<file path="src/rtl/weight_stream_reader.sv">
// weight_stream_reader
//
// Read-side sequencer for one ANN weight BRAM. A START pulse walks the
// BRAM from address 0 to DEPTH-1. Each weight is presented on a
// valid/ready stream to the neuron MAC. A 2-entry output buffer absorbs
// back-pressure, so no word is ever dropped or repeated.
//
// The BRAM samples its address on the falling clock edge and returns data
// one cycle after the read was issued. All logic in this module runs on the
// rising edge.
//
// Parameters
//   DEPTH  number of weights streamed per START
//   AW     BRAM address width (2**AW must be >= DEPTH)
//   DW     weight data width
//
// Ports
//   clk        clock
//   rst_n      asynchronous active-low reset
//   start      begin a stream (only honoured while idle)
//   abort      synchronous flush back to idle, highest priority
//   busy       high while fetching or draining
//   done       one-cycle pulse after the last word's handshake
//   bram_addr  read address to the BRAM
//   bram_en    read enable to the BRAM
//   bram_we    write enable to the BRAM (always 0)
//   bram_di    write data to the BRAM (always 0)
//   bram_do    read data from the BRAM
//   w_data     weight at the buffer head
//   w_valid    w_data is valid
//   w_ready    consumer accepts w_data
//   w_last     head word is the final address
//   w_index    address of the head word

module weight_stream_reader #(
    parameter int DEPTH = 28,
    parameter int AW    = 5,
    parameter int DW    = 16
) (
    input  logic          clk,
    input  logic          rst_n,
    input  logic          start,
    input  logic          abort,
    output logic          busy,
    output logic          done,
    output logic [AW-1:0] bram_addr,
    output logic          bram_en,
    output logic          bram_we,
    output logic [DW-1:0] bram_di,
    input  logic [DW-1:0] bram_do,
    output logic [DW-1:0] w_data,
    output logic          w_valid,
    input  logic          w_ready,
    output logic          w_last,
    output logic [AW-1:0] w_index
);

    typedef enum logic [1:0] {
        IDLE  = 2'd0,
        FETCH = 2'd1,
        DRAIN = 2'd2
    } state_t;

    localparam logic [AW-1:0] LAST_ADDR = AW'(DEPTH - 1);

    state_t        state;
    logic [AW-1:0] issue_cnt;

    // Output buffer: two entries of {data, index} with 1-bit pointers.
    logic [DW-1:0] buf_data  [2];
    logic [AW-1:0] buf_index [2];
    logic          rd_ptr;
    logic          wr_ptr;
    logic [1:0]    occ;

    logic          push;
    logic          pop;
    logic [1:0]    occ_next;
    logic          issue;
    logic          last_pop;
    logic [DW-1:0] head_data;
    logic [AW-1:0] head_index;

    // A read issued last cycle (bram_en still high) has its data on bram_do
    // now, so the registered enable doubles as the in-flight flag.
    assign push = bram_en;
    assign pop  = w_valid & w_ready;

    // The buffer occupancy after this edge if no new read is issued.
    // A read issued now lands one edge later. So a read is only issued when
    // occupancy leaves room for it, which keeps the buffer at two entries
    // or fewer.
    always_comb begin
        occ_next = occ + {1'b0, push} - {1'b0, pop};
        issue    = 1'b0;
        if (!abort && (occ_next <= 2'd1)) begin
            if (state == FETCH) begin
                issue = 1'b1;
            end else if (state == IDLE && start) begin
                issue = 1'b1;
            end
        end
    end

    assign head_data  = buf_data[rd_ptr];
    assign head_index = buf_index[rd_ptr];
    assign last_pop   = pop && (head_index == LAST_ADDR);

    // Control path: state machine, read issue, buffer pointers and the done
    // pulse. Abort flushes everything and suppresses done.
    always_ff @(posedge clk or negedge rst_n) begin
        if (!rst_n) begin
            state     <= IDLE;
            bram_en   <= 1'b0;
            bram_addr <= '0;
            issue_cnt <= '0;
            rd_ptr    <= 1'b0;
            wr_ptr    <= 1'b0;
            occ       <= 2'd0;
            done      <= 1'b0;
        end else if (abort) begin
            state     <= IDLE;
            bram_en   <= 1'b0;
            bram_addr <= '0;
            issue_cnt <= '0;
            rd_ptr    <= 1'b0;
            wr_ptr    <= 1'b0;
            occ       <= 2'd0;
            done      <= 1'b0;
        end else begin
            done    <= 1'b0;
            bram_en <= issue;

            // The first read of a stream always targets address 0,
            // whatever the counter held before.
            if (issue) begin
                if (state == IDLE) begin
                    bram_addr <= '0;
                    issue_cnt <= AW'(1);
                end else begin
                    bram_addr <= issue_cnt;
                    issue_cnt <= issue_cnt + AW'(1);
                end
            end

            if (push) begin
                wr_ptr <= ~wr_ptr;
            end
            if (pop) begin
                rd_ptr <= ~rd_ptr;
            end
            occ <= occ_next;

            case (state)
                IDLE: begin
                    if (start) begin
                        state <= (DEPTH == 1) ? DRAIN : FETCH;
                    end
                end
                FETCH: begin
                    if (issue && (issue_cnt == LAST_ADDR)) begin
                        state <= DRAIN;
                    end
                end
                DRAIN: begin
                    if (last_pop) begin
                        state     <= IDLE;
                        done      <= 1'b1;
                        issue_cnt <= '0;
                    end
                end
                default: begin
                    state <= IDLE;
                end
            endcase
        end
    end

    // Buffer storage needs no reset. Output gating hides stale contents
    // whenever the buffer is empty.
    always_ff @(posedge clk) begin
        if (push && !abort) begin
            buf_data[wr_ptr]  <= bram_do;
            buf_index[wr_ptr] <= bram_addr;
        end
    end

    assign busy    = (state != IDLE);
    assign w_valid = (occ != 2'd0);
    assign w_data  = w_valid ? head_data  : '0;
    assign w_index = w_valid ? head_index : '0;
    assign w_last  = w_valid && (head_index == LAST_ADDR);

    // The port is read-only from this side.
    assign bram_we = 1'b0;
    assign bram_di = '0;

endmodule

</file>
<file path="config.mk">
export PLATFORM = sky130hd
export DESIGN_NAME = weight_stream_reader
export DESIGN_NICKNAME = d
export VERILOG_FILES = /design/src/rtl/weight_stream_reader.sv
export SDC_FILE = /design/constraint.sdc
export NUM_CORES = 1
export LEC_CHECK = 0
export CAP_MARGIN = 30
export CORE_ASPECT_RATIO = 1.2
export CORE_UTILIZATION = 48
export CTS_CLUSTER_DIAMETER = 30
export DETAILED_ROUTE_END_ITERATION = 12
export GPL_ROUTABILITY_DRIVEN = 0
export PLACE_DENSITY = 0.76
export SLEW_MARGIN = 15
export SYNTH_ARGS = -nofsm -noshare
export SYNTH_HDL_FRONTEND = slang
export SYNTH_SLANG_ARGS = --single-unit
</file>
<file path="constraint.sdc">
create_clock -name clk -period 3.23 [get_ports clk]
set_input_delay 0.4845 -clock clk [delete_from_list [all_inputs] [get_ports clk]]
set_output_delay 0.4845 -clock clk [all_outputs]
set_load 0.02 [all_outputs]
</file>
After elaboration in Yosys (flattened, before gate mapping):

Memory sizes are Yosys's and may differ from the RTL's.
Cells that the tools add are included.

* bits of input ports: 21
* RAM bits: 42
* register bits after elaboration: 18
* word-level logic and storage cells: 67
* memories: 2
* output and inout bits: 48

Memory list
* buf_data: words 2, bits a word 16, rd ports 1, clocked after memory_dff 0, write ports 1, RTL line 70 `logic [DW-1:0] buf_data [2];`
* buf_index: words 2, bits a word 5, rd ports 1, clocked after memory_dff 0, write ports 1, RTL line 71 `logic [AW-1:0] buf_index [2];`

* add/sub/neg operators: 3
* reductions and logical operators: 14
* equality and inequality tests: 7
* magnitude comparators: 1
* bitwise gates (word level): 3
* multiplexer cells: 29

Operators with widths (count)
* two-way mux 5 bit: 9
* two-way mux 16 bit: 1
* two-way mux 1 bit: 13
* equality test 5 bit, second input constant: 2
* two-way mux 2 bit: 5
* nonzero test 2 bit: 5
* logical AND 1 bit: 6
* inequality test 3 bit, second input constant: 2
* one-hot mux 2 bit (3 select lines): 1
* adder 5 x 1 -> 5 bit, second input constant: 1
* inequality test 3 x 2 -> 1 bit, second input constant: 1
* AND reduction 3 bit: 1
* adder 2 x 1 -> 2 bit: 1
* equality test 2 x 1 -> 1 bit, second input constant: 1
* equality test 2 bit, second input constant: 1
* <= comparator 2 x 1 -> 1 bit, second input constant: 1
* zero test 2 bit: 1
* NOT 1 bit: 2
* subtractor 2 x 1 -> 2 bit: 1
* AND 1 bit: 1
* zero test 1 bit: 1

Logic depth before layout (Yosys ltp):

* depth in word-level cells: 10
* depth in mapped cells: 10
* depth with buffers taken out: 10

Least setup slack after synthesis:

Ideal clock, no wire load.

* path type: in2reg
* start: in abort
* end: mem buf_data[0][0] (enable)
* data required time: 2.800 ns
* path buffers: 1
* path slack: 0.479 ns
* arrival: 2.321 ns
* cell stages on the path: 2
* cells stage by stage: clkbuf_1 -> nor3b_1

* cells in the longest elaborated chain, start to end: 4

RTL lines
* start, declared: RTL line 43 `input logic abort,`
* zero test 1 bit: RTL line 182 `if (push && !abort) begin`
* logical AND 1 bit: RTL line 182
* two-way mux 1 bit: RTL line 182
* two-way mux 1 bit (not written as such): RTL line 183 `buf_data[wr_ptr] <= bram_do;`
* end, declared: RTL line 70

Every way passes these cells.

Worst setup path in the final report:

* start: reg occ[0]
* end: out w_last

* cells in the longest elaborated chain, start to end: 2

RTL lines
* start, declared: RTL line 74 `logic [1:0] occ;`
* start signal, assigned: RTL line 152 `occ <= occ_next;`
* nonzero test 2 bit: RTL line 189 `assign w_valid = (occ != 2'd0);`
* logical AND 1 bit: RTL line 192 `assign w_last = w_valid && (head_index == LAST_ADDR);`
* end, declared: RTL line 54 `output logic w_last,`

Every way passes these cells.

==> out/results.md <==
| Group | Metric | Reported |
|:---|:---|:---|
| cells and area | Post-layout instance count excluding filler cells | 324 |
| cells and area | Combined area of the multi-input logic cells | 816 sq um |
| synth | Synth area leaders | edfxtp_1 (48%), dfrtp_1 (17%), mux2i_1 (7.9%) |
| timing | Smallest setup slack after layout | 0.604 ns |
| floorplan | Initial standard-cell utilization of the core | 0.501 |
| floorplan | Die boundary width | 69.9 um |
| routing | Detailed-routing iteration count for the pre-antenna-repair pass | 4 |
| synth | Sequential element share of the synthesized area | 0.645 |
| timing | Worst max-slew margin expressed relative to the limit | 0.458 |
| power and ir drop | Power density cells | 711 mW/mm^2 |
| power and ir drop | Worst voltage drop across the vdd grid | 0.000378 V |
| synth | Share of async-settable or async-resettable flops after synthesis | 0.300 |
| routing | DRT iter0 DRCs | 114 |
| floorplan | Area enclosed by the die boundary | 0.00583 sq mm |
| cells and area | Leading cell type in the layout, fill and taps excluded | clkdlybuf4s50_1 |
| worst hold path | WHS Path Cells | 0 |
| setup path | CP Buf/Inv Count | 2 |
| timing | Hold violation total from the final report | 0 |
| cells and area | Utilization of the core after routing | 0.634 |
| synth | Netlist area before placement | 0.00265 sq mm |
| routing | Routed WL per cell | 14.4 um |
| place | Cell count after placement | 308 |
| clocking | Clock-pin slew reported for the worst setup and hold paths after clock tree synthesis | 0.07 ns |
| timing | Post-route minimum period | 2.63 ns |
| power and ir drop | Static Leakage | 1.29 nW |
| setup path | Worst path depth | 5 |
| clocking | Postcts setup bufs | 0 |
| cells and area | Layout net count | 281 |
| setup path | Type of the setup path with the least slack | register to output pin |
| timing | Max Freq | 381 MHz |
| floorplan | Y dimension of the die | 83.4 um |
| worst hold path | Kind of path behind the tightest hold check | register to register |
| cells and area | Seq. cell area | 0.00171 sq mm |
| cells and area | Commonest cells after routing, fill and taps aside | clkdlybuf4s50_1 (51), edfxtp_1 (42), nor2_1 (27) |
| routing | Count of unresolved DRC violations after routing | 0 |
| place | HPWL Detailed | 3230 um |
| timing | Number of max-slew violations in the final report | 0 |
| floorplan | Placeable Area | 0.00530 sq mm |
| setup path | Data required, critical path | 2.75 ns |
| synth | Area share of the leading cell type in the synthesized netlist | 0.475 |
| timing | Final worst clock skew | 0.00643 ns |
| place | Port buffer count | 51 |
| run | Reported max-cap violation count | 0 |
| synth | Count of flip-flops with a built-in enable after synthesis | 42 |
| timing | Final-layout setup total negative slack | 0 ns |
| setup path | Max stage delay on crit path | 0.61 ns |
| clocking | CTS tree | done |
| setup path | Register-to-Register Path Depth | 10 |
| place | Setup slack after placement | 0.486 ns |
| setup path | Slowest CP cell | clkdlybuf4s50_1 |
| clocking | Hold bufs inserted after CTS | 0 |
| setup path | Element type at the critical path end | output pin |
| grt | Pin count of the biggest net entering global routing | 25 |
| grt | Initial antenna violation count | 0 |
| synth | Largest area contributor in the netlist | edfxtp_1 |
| setup path | Critical-path cell list | nor2_2 -> buf_4 -> or3_1 -> nand2_1 -> clkdlybuf4s50_1 |
| grt | Via count of the first global-routing pass | 1,615 |
| clocking | Clk sinks | 60 |
| synth | Mapped Avg Cell Area | 13.3 sq um |
| synth | Count of distinct cell types in the synthesized netlist | 37 |
| routing | Wire length after detailed routing | 4660 um |
| clocking | CTS root buf | clkbuf_8 |
| setup path | Arrival @ worst endpoint | 2.14 ns |
| timing | Setup violations, final | 0 |
| routing | Average vias per placed instance | 5.08 |
| floorplan | IO Count | 69 |
| synth | Number of flip-flops and latches in the synthesized netlist | 60 |
| synth | Count of yosys warnings during synthesis | 0 |
| setup path | Category of cells accounting for the largest share of critical-path delay | buffers and inverters |
| status | Run status | finished clean |
| timing | Setup repair after global routing missed its margin | no |
| clocking | Count of H-tree levels built during CTS | 3 |
| cells and area | Share of post-route cells with drive strength above 1 | 0.111 |
| routing | Antenna viol nets, final | 0 |
| timing | Slew of the pin with the lowest slew margin | 0.810 ns |
| timing | Post-route clock period utilization | 0.813 |
| synth | Most used flip-flop cell after synthesis | edfxtp_1 |
| cells and area | Area delta synth->final | 26.6% |
| grt | First-pass GRT wire length | 7910 um |
| synth | Post-synthesis cell count | 199 |
| clocking | PostCTS Resize Cnt | 0 |
| grt | Remaining global-route overflow | 0 |
| floorplan | Standard-cell rows | 29 |
| cells and area | Number of inserted filler cells in the final layout | 425 |
| setup path | Largest fanout on the critical path | 24 |
| cells and area | Diode insertion count for antenna repair | 0 |
| setup path | Nature of the critical path startpoint | register |
| clocking | Maximum count of clock buffers along a single path | 2 |
| grt | Global Route Usage Sum | 0.180 |
| routing | Total vias in the final route | 1,645 |
| clocking | Number of CTS-inserted buffers | 9 |
| clocking | Later-pin clock latency in the skew report | 0.33 ns |
-- registers in the layout (all words and copies together) (netlist names), 2 cells and up --
signal	count
buf_data	32
buf_index	10
issue_cnt	5
bram_addr	5
state	2
occ	2
-- Yosys cell counts, types with 2 or more instances --
| library cell | count |
|---|---|
| nand2_1 | 10 |
| and3_1 | 4 |
| nand3_1 | 4 |
| nor2_1 | 28 |
| xnor2_1 | 2 |
| nand4b_1 | 2 |
| edfxtp_1 | 42 |
| mux2i_1 | 21 |
| ha_1 | 3 |
| a31o_2 | 2 |
| nor3_1 | 5 |
| buf_4 | 17 |
| clkbuf_1 | 3 |
| a21oi_1 | 6 |
| nand4_1 | 3 |
| inv_1 | 6 |
| xor2_1 | 3 |
| dfrtp_1 | 18 |
| buf_2 | 2 |
-- cells by family (layout without fill, tap and decap cells) --
kind of cell / count (synthesis) / count (layout) / synth area share
DFF: 60 / 60 / 0.645
and+or+nand+nor: 67 / 67 / 0.133
buffers and inverters: 31 / 78 / 0.0726
muxes: 21 / 21 / 0.0792
AOI/OAI and AO/OA: 10 / 10 / 0.0288
adders and majority gates: 3 / 3 / 0.0142
other: 1 / 17 / 0.00141
xor gates and xnor gates: 6 / 6 / 0.0250
-- metrics by stage --
step / hold WS [ns] / instance area (sq um) / power (mW)
6_report: 0.512 / 3360 / 2.39
5_1_grt: 0.536 / 3360 / 2.52
3_3_place_gp: 0.500 / 3170 / 1.77
2_1_floorplan: 0.189 / 2710 / 1.49
3_5_place_dp: 0.491 / 3170 / 1.79
4_1_cts: 0.505 / 3360 / 2.42
-- where the power goes --
group          internal, mW  leakage (nW)  total (mW)  switching, mW
Clock                 0.352        0.0931       0.627          0.275
Sequential            0.917         0.633       0.963         0.0456
Combinational         0.357         0.560       0.798          0.441
-- final timing paths --
path | endpoint | slack [ns] | startpoint
worst max-delay path | w_last | 0.60 | occ[0]
worst min-delay path | buf_index[0][4] | 0.51 | bram_addr[4]
worst max register to register | issue_cnt[0] | 1.07 | occ[0]
worst min register to register | buf_index[0][4] | 0.51 | bram_addr[4]
max in group asynchronous | bram_addr[2] | 2.10 | rst_n
min in group asynchronous | issue_cnt[2] | 0.62 | rst_n
-- layer usage --
layer	global-route usage	up-vias	wire (um)
li1	-	789	-
met5	0	-	0
met1	0.222	768	1910
met2	0.283	73	2320
met4	0.0945	0	127
met3	0.0558	15	300
-- area by class of cell --
class / instances / share of cell area
timing repair buffer: 55 / 0.161
multi-input combinational: 124 / 0.243
inverter: 7 / 0.00857
sequential: 60 / 0.510
tap: 62 / 0.0231
clock inverter: 5 / 0.0156
clock buffer: 11 / 0.0391
Note: power is estimated with default switching activity, not from simulation.
